## src/rtl/fetch_pc_unit_if.sv

```systemverilog
// Fetch-side bus: PC-select/hazard controls in, instruction memory address/data.
// The master modport is the fetch unit; the slave modport is the memory/control side.
interface fetch_pc_unit_if;
    logic [1:0]  sel_pc;
    logic        flush;
    logic        stall;
    logic [31:0] jr_addr;
    logic [31:0] exe_pc4;
    logic [31:0] exe_imm;
    logic [31:0] inst_addr;
    logic [31:0] inst_rdata;

    modport master (
        input  sel_pc, flush, stall, jr_addr, exe_pc4, exe_imm, inst_rdata,
        output inst_addr
    );

    modport slave (
        output sel_pc, flush, stall, jr_addr, exe_pc4, exe_imm, inst_rdata,
        input  inst_addr
    );
endinterface

```

## src/rtl/fetch_pc_unit.sv

```systemverilog
// IF-stage controller: PC register, next-PC mux, IF/ID register, BOOT/RUN/HALT FSM
// and saturating fetch/bubble counters.
module fetch_pc_unit #(
    parameter logic [31:0] PC_RESET  = 32'h0000_0000,
    parameter logic [31:0] NOP_WORD  = 32'h0000_0000,
    parameter logic [31:0] HALT_WORD = 32'hFFFF_FFFF,
    parameter int          CNT_W     = 16
) (
    input  logic             clk,
    input  logic             nrst,
    fetch_pc_unit_if.master  bus,
    output logic [31:0]      if_id_inst,
    output logic [31:0]      if_id_pc4,
    output logic             if_id_valid,
    output logic             halted,
    output logic [CNT_W-1:0] fetch_cnt,
    output logic [CNT_W-1:0] bubble_cnt
);

    typedef enum logic [1:0] {ST_BOOT, ST_RUN, ST_HALT} state_t;

    state_t      state, state_nxt;
    logic [31:0] pc, pc_nxt, pc4;
    logic [31:0] jump_tgt, br_tgt;
    logic        redirect, halt_det, load_bubble, load_accept;

    assign pc4           = pc + 32'd4;
    assign jump_tgt      = {if_id_pc4[31:28], if_id_inst[25:0], 2'b00};
    assign br_tgt        = bus.exe_pc4 + (bus.exe_imm << 2);
    assign redirect      = (bus.sel_pc != 2'd0);
    assign bus.inst_addr = pc;
    assign halted        = (state == ST_HALT);

    always_comb begin
        // NOTE: every output of this block gets a default first so no path leaves one unassigned (no latches).
        state_nxt   = state;
        pc_nxt      = pc;
        halt_det    = 1'b0;
        load_bubble = 1'b0;
        load_accept = 1'b0;

        case (state)
            ST_BOOT: state_nxt = ST_RUN;
            ST_RUN: begin
                // Only a halt word on the committed sequential path stops fetch.
                if (bus.inst_rdata == HALT_WORD && !redirect && !bus.flush && !bus.stall) begin
                    halt_det  = 1'b1;
                    state_nxt = ST_HALT;
                end
            end
            ST_HALT: if (redirect) state_nxt = ST_RUN;
            default: state_nxt = ST_BOOT;
        endcase

        // A redirect wins over stall, BOOT and HALT alike.
        case (bus.sel_pc)
            2'd1:    pc_nxt = jump_tgt;
            2'd2:    pc_nxt = br_tgt;
            2'd3:    pc_nxt = bus.jr_addr;
            default: if (state == ST_RUN && !bus.stall && !halt_det) pc_nxt = pc4;
        endcase

        if (bus.flush)                            load_bubble = 1'b1;
        else if (bus.stall)                       load_bubble = 1'b0;
        else if (state != ST_RUN || halt_det)     load_bubble = 1'b1;
        else                                      load_accept = 1'b1;
    end

    // NOTE: sequential state uses non-blocking assignments so every register samples pre-edge values.
    always_ff @(posedge clk or negedge nrst) begin
        if (!nrst) begin
            state <= ST_BOOT;
            pc    <= PC_RESET;
        end else begin
            state <= state_nxt;
            pc    <= pc_nxt;
        end
    end

    always_ff @(posedge clk or negedge nrst) begin
        if (!nrst) begin
            if_id_inst  <= NOP_WORD;
            if_id_pc4   <= 32'd0;
            if_id_valid <= 1'b0;
        end else if (load_bubble) begin
            if_id_inst  <= NOP_WORD;
            if_id_pc4   <= 32'd0;
            if_id_valid <= 1'b0;
        end else if (load_accept) begin
            if_id_inst  <= bus.inst_rdata;
            if_id_pc4   <= pc4;
            if_id_valid <= 1'b1;
        end
    end

    always_ff @(posedge clk or negedge nrst) begin
        if (!nrst) begin
            fetch_cnt  <= '0;
            bubble_cnt <= '0;
        end else begin
            if (load_accept && fetch_cnt != '1)  fetch_cnt  <= fetch_cnt + CNT_W'(1);
            if (load_bubble && bubble_cnt != '1) bubble_cnt <= bubble_cnt + CNT_W'(1);
        end
    end

endmodule
```

## src/flat_wrapper.sv

```systemverilog
// flat-port wrapper written by rule: the top's interface ports become plain ports
module fetch_pc_unit_flat 
#(
    parameter logic [31:0] PC_RESET  = 32'h0000_0000,
    parameter logic [31:0] NOP_WORD  = 32'h0000_0000,
    parameter logic [31:0] HALT_WORD = 32'hFFFF_FFFF,
    parameter int          CNT_W     = 16
)
  (clk, nrst, if_id_inst, if_id_pc4, if_id_valid, halted, fetch_cnt, bubble_cnt, bus_sel_pc, bus_flush, bus_stall, bus_jr_addr, bus_exe_pc4, bus_exe_imm, bus_inst_rdata, bus_inst_addr);
  fetch_pc_unit_if bus_i ();
  input  logic clk;
  input  logic nrst;
  output logic [31:0] if_id_inst;
  output logic [31:0] if_id_pc4;
  output logic if_id_valid;
  output logic halted;
  output logic [CNT_W-1:0] fetch_cnt;
  output logic [CNT_W-1:0] bubble_cnt;
  input wire logic [$bits(bus_i.sel_pc)-1:0] bus_sel_pc;
  input wire logic [$bits(bus_i.flush)-1:0] bus_flush;
  input wire logic [$bits(bus_i.stall)-1:0] bus_stall;
  input wire logic [$bits(bus_i.jr_addr)-1:0] bus_jr_addr;
  input wire logic [$bits(bus_i.exe_pc4)-1:0] bus_exe_pc4;
  input wire logic [$bits(bus_i.exe_imm)-1:0] bus_exe_imm;
  input wire logic [$bits(bus_i.inst_rdata)-1:0] bus_inst_rdata;
  output wire logic [$bits(bus_i.inst_addr)-1:0] bus_inst_addr;
  assign bus_i.sel_pc = bus_sel_pc;
  assign bus_i.flush = bus_flush;
  assign bus_i.stall = bus_stall;
  assign bus_i.jr_addr = bus_jr_addr;
  assign bus_i.exe_pc4 = bus_exe_pc4;
  assign bus_i.exe_imm = bus_exe_imm;
  assign bus_i.inst_rdata = bus_inst_rdata;
  assign bus_inst_addr = bus_i.inst_addr;
  fetch_pc_unit #(.PC_RESET(PC_RESET), .NOP_WORD(NOP_WORD), .HALT_WORD(HALT_WORD), .CNT_W(CNT_W)) u_core (.clk(clk), .nrst(nrst), .bus(bus_i), .if_id_inst(if_id_inst), .if_id_pc4(if_id_pc4), .if_id_valid(if_id_valid), .halted(halted), .fetch_cnt(fetch_cnt), .bubble_cnt(bubble_cnt));
endmodule
```

## config.mk

```make
export PLATFORM = sky130hd
export DESIGN_NAME = fetch_pc_unit_flat
export DESIGN_NICKNAME = d
export VERILOG_FILES = /design/src/rtl/fetch_pc_unit_if.sv /design/src/rtl/fetch_pc_unit.sv /design/src/flat_wrapper.sv
export SDC_FILE = /design/constraint.sdc
export NUM_CORES = 1
export LEC_CHECK = 0
export BUFFER_PORTS_ARGS = -buffer_cell sky130_fd_sc_hd__buf_2
export CAP_MARGIN = 30
export CORE_UTILIZATION = 45
export DETAILED_ROUTE_END_ITERATION = 10
export PLACE_DENSITY = 0.75
export RECOVER_POWER = 100
export SLEW_MARGIN = 20
export SYNTH_ARGS = -nofsm -noshare
export SYNTH_HDL_FRONTEND = slang
export SYNTH_SLANG_ARGS = --single-unit
```

## constraint.sdc

```tcl
create_clock -name clk -period 2.65 [get_ports clk]
set_input_delay 0 -clock clk [delete_from_list [all_inputs] [get_ports clk]]
set_output_delay 0 -clock clk [all_outputs]
set_load 0.01 [all_outputs]
```

Word-level counts from Yosys, hierarchy flattened. Cells that the tools add are included.

Flip-flop bits (word level): 131. Output and inout bits: 130. Logic and storage cells: 58.

$add $sub $neg: 4. Equal/unequal tests: 11. Muxes and demuxes: 19. Reductions and logical operators: 17.

Operator list (number): $mux W32 (5); $pmux W32 S3 (1); $add A16 B1 Y16 const B (2); $add A32 B3 Y32 const B (1); $add A32 B32 Y32 (1); $eq A32 B32 Y1 const B (1); $ne A16 B16 Y1 const B (2); $mux W1 (10); $logic_and A1 B1 Y1 (7); $eq A2 B2 Y1 const B (3); $ne A2 B1 Y1 const B (3); $pmux W2 S3 (1); $eq A2 B1 Y1 const B (2); $logic_not A1 Y1 (4); $mux W2 (2); $reduce_bool A2 Y1 (2); $reduce_bool A4 Y1 (1); $logic_not A2 Y1 (1); $reduce_and A2 Y1 (1); $logic_or A1 B1 Y1 (1).

Depth between registers and ports, before layout. Gate-level depths: netlist of run 1.

Depth in word-level cells: 13. Mapped depth: 11. Gate-level depth less buffers: 10.

Worst setup path after synthesis of run 1. Ideal clock, no wire load.

Kind: register to register. Start: reg u_core.pc[2], in the netlist u_core.bus.inst_addr[2]. End: reg u_core.pc[26], in the netlist u_core.bus.inst_addr[26]. Library setup time: 0.139 ns. Arrival time: 2.716 ns. Slack: -0.205 ns. Stages on the path, launching flop included: 12. Period minus slack after synthesis: 2.855 ns. Path through: dfrtp_1 > ha_1 > nand4_1 > or3_1 > buf_2 > or3_1 > clkbuf_2 > nor2_1 > nand3_1 > nor2_1 > xor2_1 > mux4_2.

Cells in the longest elaborated chain, start to end: 3.

Ends and longest elaborated chain: start: declaration (line fetch_pc_unit.sv:23) `logic [31:0] pc, pc_nxt, pc4;`; start signal: assignment (line fetch_pc_unit.sv:76) `pc <= pc_nxt;`; $add A32 B3 Y32 (line fetch_pc_unit.sv:27) `assign pc4 = pc + 32'd4;`; $mux W32 (line fetch_pc_unit.sv:60) `default: if (state == ST_RUN && !bus.stall && !halt_det) pc_nxt = pc4;`; $pmux W32 S3 (line fetch_pc_unit.sv:56) `case (bus.sel_pc)`.

Every way passes these cells. The select of a mux whose other input is x is not followed. A chain may end at the register's enable or synchronous reset.

Final worst setup path of run 1.
Start: in bus_inst_rdata[0]. End: reg u_core.pc[9], in the netlist u_core.bus.inst_addr[9].

Cells in the longest elaborated chain, start to end: 9.

Ends and longest elaborated chain: start: declaration (line flat_wrapper.sv:25) `input wire logic [$bits(bus_i.inst_rdata)-1:0] bus_inst_rdata;`; $eq A32 B32 Y1 (line fetch_pc_unit.sv:46) `if (bus.inst_rdata == HALT_WORD && !redirect && !bus.flush && !bus.stall) begin`; $logic_and A1 B1 Y1 (3 in series) (line fetch_pc_unit.sv:46); $mux W1 (line fetch_pc_unit.sv:46); $mux W1 (line fetch_pc_unit.sv:42) `case (state)`; $logic_not A1 Y1 (line fetch_pc_unit.sv:60); $logic_and A1 B1 Y1 (line fetch_pc_unit.sv:60); $reduce_bool A4 Y1 (no line).

Every way passes these cells.

==> results of run 1 <==
[power by group through the flow]
stage               clock network [uW]  logic (uW)  registers, uW
global placement                     0        1670           2540
finish                            2430        1710           2540
CTS                               2460        1780           2520
floorplan                            0         832           2640
global route                      2550        1880           2570
detailed placement                   0        1700           2550
[final timing paths]
check | start | endpoint | slack (ns) | depth (start not counted)
hold reg to reg | u_core.if_id_pc4[20] | u_core.if_id_pc4[20] | 0.48 | 2
setup reg to reg | u_core.bus.inst_addr[2] | u_core.bus.inst_addr[26] | 0.12 | 9
hold / removal | bus_exe_pc4[31] | u_core.bus.inst_addr[31] | 0.02 | 4
min in group asynchronous | nrst | u_core.fetch_cnt[7] | 0.61 | 2
max in group asynchronous | nrst | u_core.if_id_inst[25] | 0.64 | 3
setup / recovery | bus_inst_rdata[0] | u_core.bus.inst_addr[9] | 0.05 | 9
[kinds of logic (layout without fill, tap and decap cells)]
group	count (synthesis)	count (layout)	share of synthesized area [%]
flip-flops	131	131	40.6
adder cells (fa/ha/maj)	33	33	5.21
buffers and inverters	53	410	2.78
AO/OA/AOI/OAI	212	212	18.2
XOR/XNOR	100	100	10.9
AND/OR/NAND/NOR	293	293	17.7
multiplexers	21	21	4.65
other	0	1	0
[state kept, by name, summed over array words and instances, names as in the netlist]
register / cells
u_core.bubble_cnt: 16
u_core.bus.inst_addr: 32
u_core.fetch_cnt: 16
u_core.if_id_inst: 32
u_core.if_id_pc4: 32
u_core.if_id_valid: 1
u_core.state: 2
[placed cells by master, fill, tap and decap left out, types with 40 or more instances in the layout]
master,instances
sky130_fd_sc_hd__nor2_1,52
sky130_fd_sc_hd__nand2_1,103
sky130_fd_sc_hd__a21oi_1,40
sky130_fd_sc_hd__o21ai_0,55
sky130_fd_sc_hd__clkbuf_1,134
sky130_fd_sc_hd__buf_2,139
sky130_fd_sc_hd__dlygate4sd3_1,60
sky130_fd_sc_hd__dfrtp_1,129
sky130_fd_sc_hd__xor2_1,45
sky130_fd_sc_hd__xnor2_1,55
[metal layers]
metal | vias up | wire length (um) | global-route usage, %
met5 | - | 0 | 0
met1 | 3790 | 11200 | 39.0
li1 | 3778 | - | -
met4 | 0 | 1010 | 15.1
met2 | 433 | 12300 | 46.0
met3 | 83 | 2190 | 6.64
[final cells by class]
cell class / instances / area [um^2]
fill: 1512 / 6580
inverter: 16 / 60.1
timing repair buffer: 362 / 2020
clock buffer: 19 / 453
sequential: 131 / 3280
antenna: 1 / 2.50
tap: 225 / 282
clock inverter: 13 / 158
multi-input combinational: 659 / 4580
[critical path: stages]
cell and delay [ns]:
sky130_fd_sc_hd__dlygate4sd3_1 0.54, sky130_fd_sc_hd__buf_2 0.18, sky130_fd_sc_hd__nand4_1 0.24, sky130_fd_sc_hd__or4_4 0.64, sky130_fd_sc_hd__o311ai_4 0.27, sky130_fd_sc_hd__buf_12 0.22
sky130_fd_sc_hd__nor2_1 0.08, sky130_fd_sc_hd__xor2_1 0.19, sky130_fd_sc_hd__mux4_2 0.53
[synthesized netlist by cell type, drive strengths merged, types with 4 or more instances]
cell type | instances | area, um^2
a21oi | 40 | 200
o21bai | 4 | 30.0
mux4 | 13 | 293
nand3 | 35 | 175
o21a | 6 | 45.0
a211oi | 4 | 30.0
o211ai | 5 | 37.5
inv | 16 | 60.1
a31oi | 7 | 43.8
or2 | 6 | 37.5
xnor2 | 55 | 482
nor3 | 17 | 95.1
a21o | 12 | 90.1
and2 | 4 | 25.0
a22o | 38 | 333
or3 | 8 | 50.1
o21ai | 55 | 275
buf | 12 | 68.8
xor2 | 45 | 394
nor2 | 57 | 221
and3 | 11 | 68.8
a221o | 5 | 50.1
a221oi | 5 | 50.0
nor2b | 7 | 43.8
o22ai | 7 | 43.8
nand2 | 103 | 387
nor4 | 5 | 31.3
mux2i | 6 | 60.1
nand4 | 24 | 165
nand2b | 6 | 37.5
dfrtp | 131 | 3280
ha | 32 | 400
clkbuf | 25 | 95.1
[per-stage QoR]
stage          hold WS [ns]  instance area, um^2
6_report             0.0161                10800
5_1_grt              0.0266                10800
4_1_cts            0.000887                11100
3_5_place_dp         0.0626                 9850
3_3_place_gp         0.0616                 9850
2_1_floorplan        -0.296                 8110
[what timing repair did]
item,CTS,global route
hold buffers,60,0
resized for setup,0,4
hold endpoints to repair,127,0
endpoints found under the setup margin,0,16
==> flow_summary.yaml, run 1 <==
outcome:
  status: "complete, but fails checks"
  failed_checks: "max-capacitance violations, max-slew violations"
layout:
  area_growth_pct: 34.3
  final_instance_count_excl_fillers: 1426
  final_core_util_pct: 62.2
  drive_above_1_share_pct: 19.7
  layout.nets: 1354
synthesis:
  asyncSetResetFlopFracSynth_pct: 100
  mean_instance_size_in_the_synthesized_netlist_um2: 9.57
  synthFlopType: "sky130_fd_sc_hd__dfrtp_1"
  yosys_warnings: 0
  number_of_nets_in_the_synthesized_netlist: 1010
  ys_seq_area_share_pct: 40.6
  syn_inst: 843
  number_of_enable_flip_flop_cells_after_synthesis: 0
  total_of_flip_flops_plus_latches_after_synthesis: 131
  syn_area_um2: 8070
  yosysUniqueCellTypes: 67
floorplan:
  design.die.area_um2: 18500
  die_width_um: 136
  initial_utilization_pct: 46.3
  core_um2: 17400
  io-pin-count: 264
  die_h_um: 136
  rows: 48
critical_path:
  worst-endpoint-arrival_ns: 2.88
  worst_setup_path_end_kind: "register"
  worst-path-max-fanout: 25
  crit_required_ns: 2.93
  worstSetupPathType: "input pin to register"
  timing.critical_path.from_type: "input pin"
timing:
  postLayoutSetupSlackWorst_ns: 0.0466
  max_slew_headroom_at_the_worst_pin_pct: -22.9
  f_max_mhz: 384
  grt_setup_unrepaired: "no"
  fin_skew_ns: 0.00748
  period_share_pct: 98.2
  timing.setup.tns_ns: 0
  final-hold-violation-count: 0
  finalCriticalPeriod_ns: 2.60
  setup_violations: 0
  worst_pin_slew_ns: 1.84
  timing_max_transition_violations_final: 75
cts:
  cts-htree-levels: 4
  clk_latency_ns: 0.42
  tritoncts_num_sinks: 131
  cts_tree: "done"
  clk_path_buf_depth: 2
  postCtsSetupBuffers: 0
  cts_inserted_buffers: 17
  cts_root_buffer: "sky130_fd_sc_hd__clkbuf_16"
  reg_clk_slew_reported_paths_ns: 0.06
drt:
  num_vias: 8084
  firstDrtPassIters: 5
  via_per_inst: 5.67
  wl_um: 26700
  drc: 0
  detailedRoute.firstIterationViolations: 633
  drt.antenna.violating_nets: 0
  wire_per_inst_um: 18.7
grt:
  first_global_vias: 8050
  wire_length_of_the_first_global_routing_pass_um: 41800
  grt_start_max_net_pins: 75
  grt_overflow: 0
  initial_antenna_violation_count: 1
  groute.usage.overall_pct: 29.7
placed_design:
  numPlacedInstances: 1332
  buffers_added_on_ports: 261
  dp_hpwl_um: 19600
  dpl_worst_slack_ns: 0.0409
  globalplace.congestion: 0.942
power_and_ir_drop:
  sw_frac_of_total_pct: 32.3
  p_per_area_nw_per_um2: 617
  p_total_uw: 6680
  combinationalPowerShare_pct: 25.6
  p_int_uw: 4520
  share_clk_of_total_power_pct: 36.4
  ir_worst_vdd_mv: 0.460
  net_switching_power_uw: 2160
  total_leakage_power_uw: 0.00491
  p_seq_share_pct: 38.0
hold_path:
  worstHoldPathType: "input pin to register"
flow_run:
  max_cap_violations: 1
Power figures use the tool's default switching activity.
==> run 2, diff against run 1 <==
==> constraint.sdc (replaced) <==
create_clock -name clk -period 2.65 [get_ports clk]
set_input_delay 0.265 -clock clk [delete_from_list [all_inputs] [get_ports clk]]
set_output_delay 0.265 -clock clk [all_outputs]
set_load 0.01 [all_outputs]
==> flow_summary.yaml, run 2 (same netlist as run 1, synthesis figures left out) <==
drt:
  drc: 0
  firstDrtPassIters: 5
  wire_per_inst_um: 18.6
  via_per_inst: 5.64
  wl_um: 25900
  num_vias: 7856
  detailedRoute.firstIterationViolations: 631
  drt.antenna.violating_nets: 0
grt:
  met3_usage_grt_pct: 6.94
  met1_usage_pct: 37.1
  grt_start_max_net_pins: 50
  wire_length_of_the_first_global_routing_pass_um: 40400
  grt_overflow: 0
  grt_busiest_layer: "met2"
  groute.usage.overall_pct: 28.5
  initial_antenna_violation_count: 1
  use_met2_pct: 46.2
  first_global_vias: 7572
critical_path:
  path_cells: "clkbuf_1 > nand4_1 > or4_1 > o311ai_4 > clkbuf_2 > clkbuf_1 > xnor2_1 > mux4_2"
  worst-path-max-fanout: 14
  worst_setup_path_end_kind: "register"
  timing.critical_path.from_type: "input pin"
  timing.critical_path.mode_cell: "sky130_fd_sc_hd__clkbuf_1"
  crit_path_max_incr_delay_ns: 0.72
  worst-endpoint-arrival_ns: 2.92
  crit_path_top_delay_cell: "sky130_fd_sc_hd__or4_1"
  worstSetupPathType: "input pin to register"
  crit_required_ns: 2.94
timing:
  fin_skew_ns: 0.00977
  max_slew_headroom_at_the_worst_pin_pct: 26.3
  timing_max_transition_violations_final: 0
  finalCriticalPeriod_ns: 2.63
  f_max_mhz: 380
  period_share_pct: 99.3
  final-hold-violation-count: 0
  grt_setup_unrepaired: "no"
  setup_violations: 0
  worst_pin_slew_ns: 1.11
floorplan:
  design.die.area_um2: 18500
  die_h_um: 136
  rows: 48
  core_um2: 17400
  io-pin-count: 264
  die_width_um: 136
  initial_utilization_pct: 46.3
power_and_ir_drop:
  p_seq_share_pct: 39.4
  combinationalPowerShare_pct: 26.0
  net_switching_power_uw: 2110
  sw_frac_of_total_pct: 32.8
  ir_worst_vdd_mv: 0.406
  share_clk_of_total_power_pct: 34.6
  p_int_uw: 4330
  p_per_area_nw_per_um2: 621
  total_leakage_power_uw: 0.00474
layout:
  layout.cell_area.non_filler_um2: 10400
  area_growth_pct: 28.8
  antenna_cells_inserted: 0
  final_core_util_pct: 59.6
  mostFrequentLayoutCell: "sky130_fd_sc_hd__clkbuf_1"
  commonest_non_fill_non_tap_cells_in_the_layout: "sky130_fd_sc_hd__clkbuf_1 (149), sky130_fd_sc_hd__buf_2 (138), sky130_fd_sc_hd__dfrtp_1 (130)"
  layout.nets: 1324
  drive_above_1_share_pct: 21.6
cts:
  postCtsSetupBuffers: 0
  clk_path_buf_depth: 2
  clk_latency_ns: 0.42
  cts_inserted_buffers: 17
  cts_root_buffer: "sky130_fd_sc_hd__clkbuf_16"
  reg_clk_slew_reported_paths_ns: 0.06
  tritoncts_num_sinks: 131
  cts-htree-levels: 4
  cts_tree: "done"
placed_design:
  globalplace.congestion: 0.932
  buffers_added_on_ports: 261
  place_area_um2: 10100
  dp_hpwl_um: 20100
hold_path:
  worstHoldPathType: "input pin to register"
flow_run:
  max_cap_violations: 0
outcome:
  status: "completed"
==> run 2: final timing paths <==
| kind | startpoint | end | slack [ns] | cells past startpoint |
|---|---|---|---|---|
| worst max-delay path | bus_inst_rdata[0] | u_core.bus.inst_addr[2] | 0.02 | 8 |
| worst min-delay path | bus_inst_rdata[13] | u_core.if_id_inst[13] | 0.07 | 2 |
| worst max register to register | u_core.bus.inst_addr[6] | u_core.bus.inst_addr[31] | 0.14 | 10 |
| worst min register to register | u_core.if_id_pc4[8] | u_core.if_id_pc4[8] | 0.47 | 2 |
| max in group asynchronous | nrst | u_core.if_id_inst[25] | 0.41 | 3 |
| min in group asynchronous | nrst | u_core.fetch_cnt[3] | 0.58 | 2 |
==> run 2: layout make-up <==
type	instances	area (um^2)
clock buffers	24	482
clock inverters	7	75.1
fillers	1577	7030
inverters	16	60.1
multi-input cells	659	4610
flip-flops and latches	131	3280
well taps	225	282
repair buffers	332	1600
==> run 2: through the flow <==
stage | setup TNS (ns) | setup WS (ns) | total power, uW | cells | hold WS, ns
floorplan | -0.0120 | -0.0120 | 3480 | 843 | -0.0306
global placement | -0.270 | -0.127 | 4260 | 1361 | 0.211
detailed placement | -0.712 | -0.248 | 4310 | 1362 | 0.214
CTS | 0 | 0.0532 | 6550 | 1394 | 0.0549
global route | 0 | 0.00934 | 6770 | 1394 | 0.0656
finish | 0 | 0.0181 | 6450 | 1394 | 0.0700
==> run 2: power groups by stage <==
stage | logic (uW) | clock network [uW] | registers, uW
5_1_grt | 1830 | 2350 | 2580
4_1_cts | 1770 | 2260 | 2530
3_5_place_dp | 1760 | 0 | 2560
2_1_floorplan | 832 | 0 | 2640
6_report | 1680 | 2230 | 2540
3_3_place_gp | 1720 | 0 | 2540
==> run 2: worst max-delay path: cells and delay by family <==
kind / cells / cell delay, ns
multiplexers: 1 / 0.47
XOR/XNOR: 1 / 0.13
buffers and inverters: 3 / 0.79
AO/OA/AOI/OAI: 1 / 0.27
AND/OR/NAND/NOR: 2 / 0.98
==> run 2: routing by layer <==
layer | part of all wire (%) | wire length (um) | up-vias
met1 | 43 | 11100 | 3780
met3 | 7.9 | 2040 | 40
met4 | 2.1 | 550 | 0
li1 | - | - | 3707
met2 | 47 | 12300 | 329
met5 | 0 | 0 | -
==> run 2: repair_timing <==
action	4_1_cts	5_1_grt
endpoints found under the setup margin	0	5
gates resized for setup	0	3
hold buffers	1	0
hold endpoints to repair	39	0
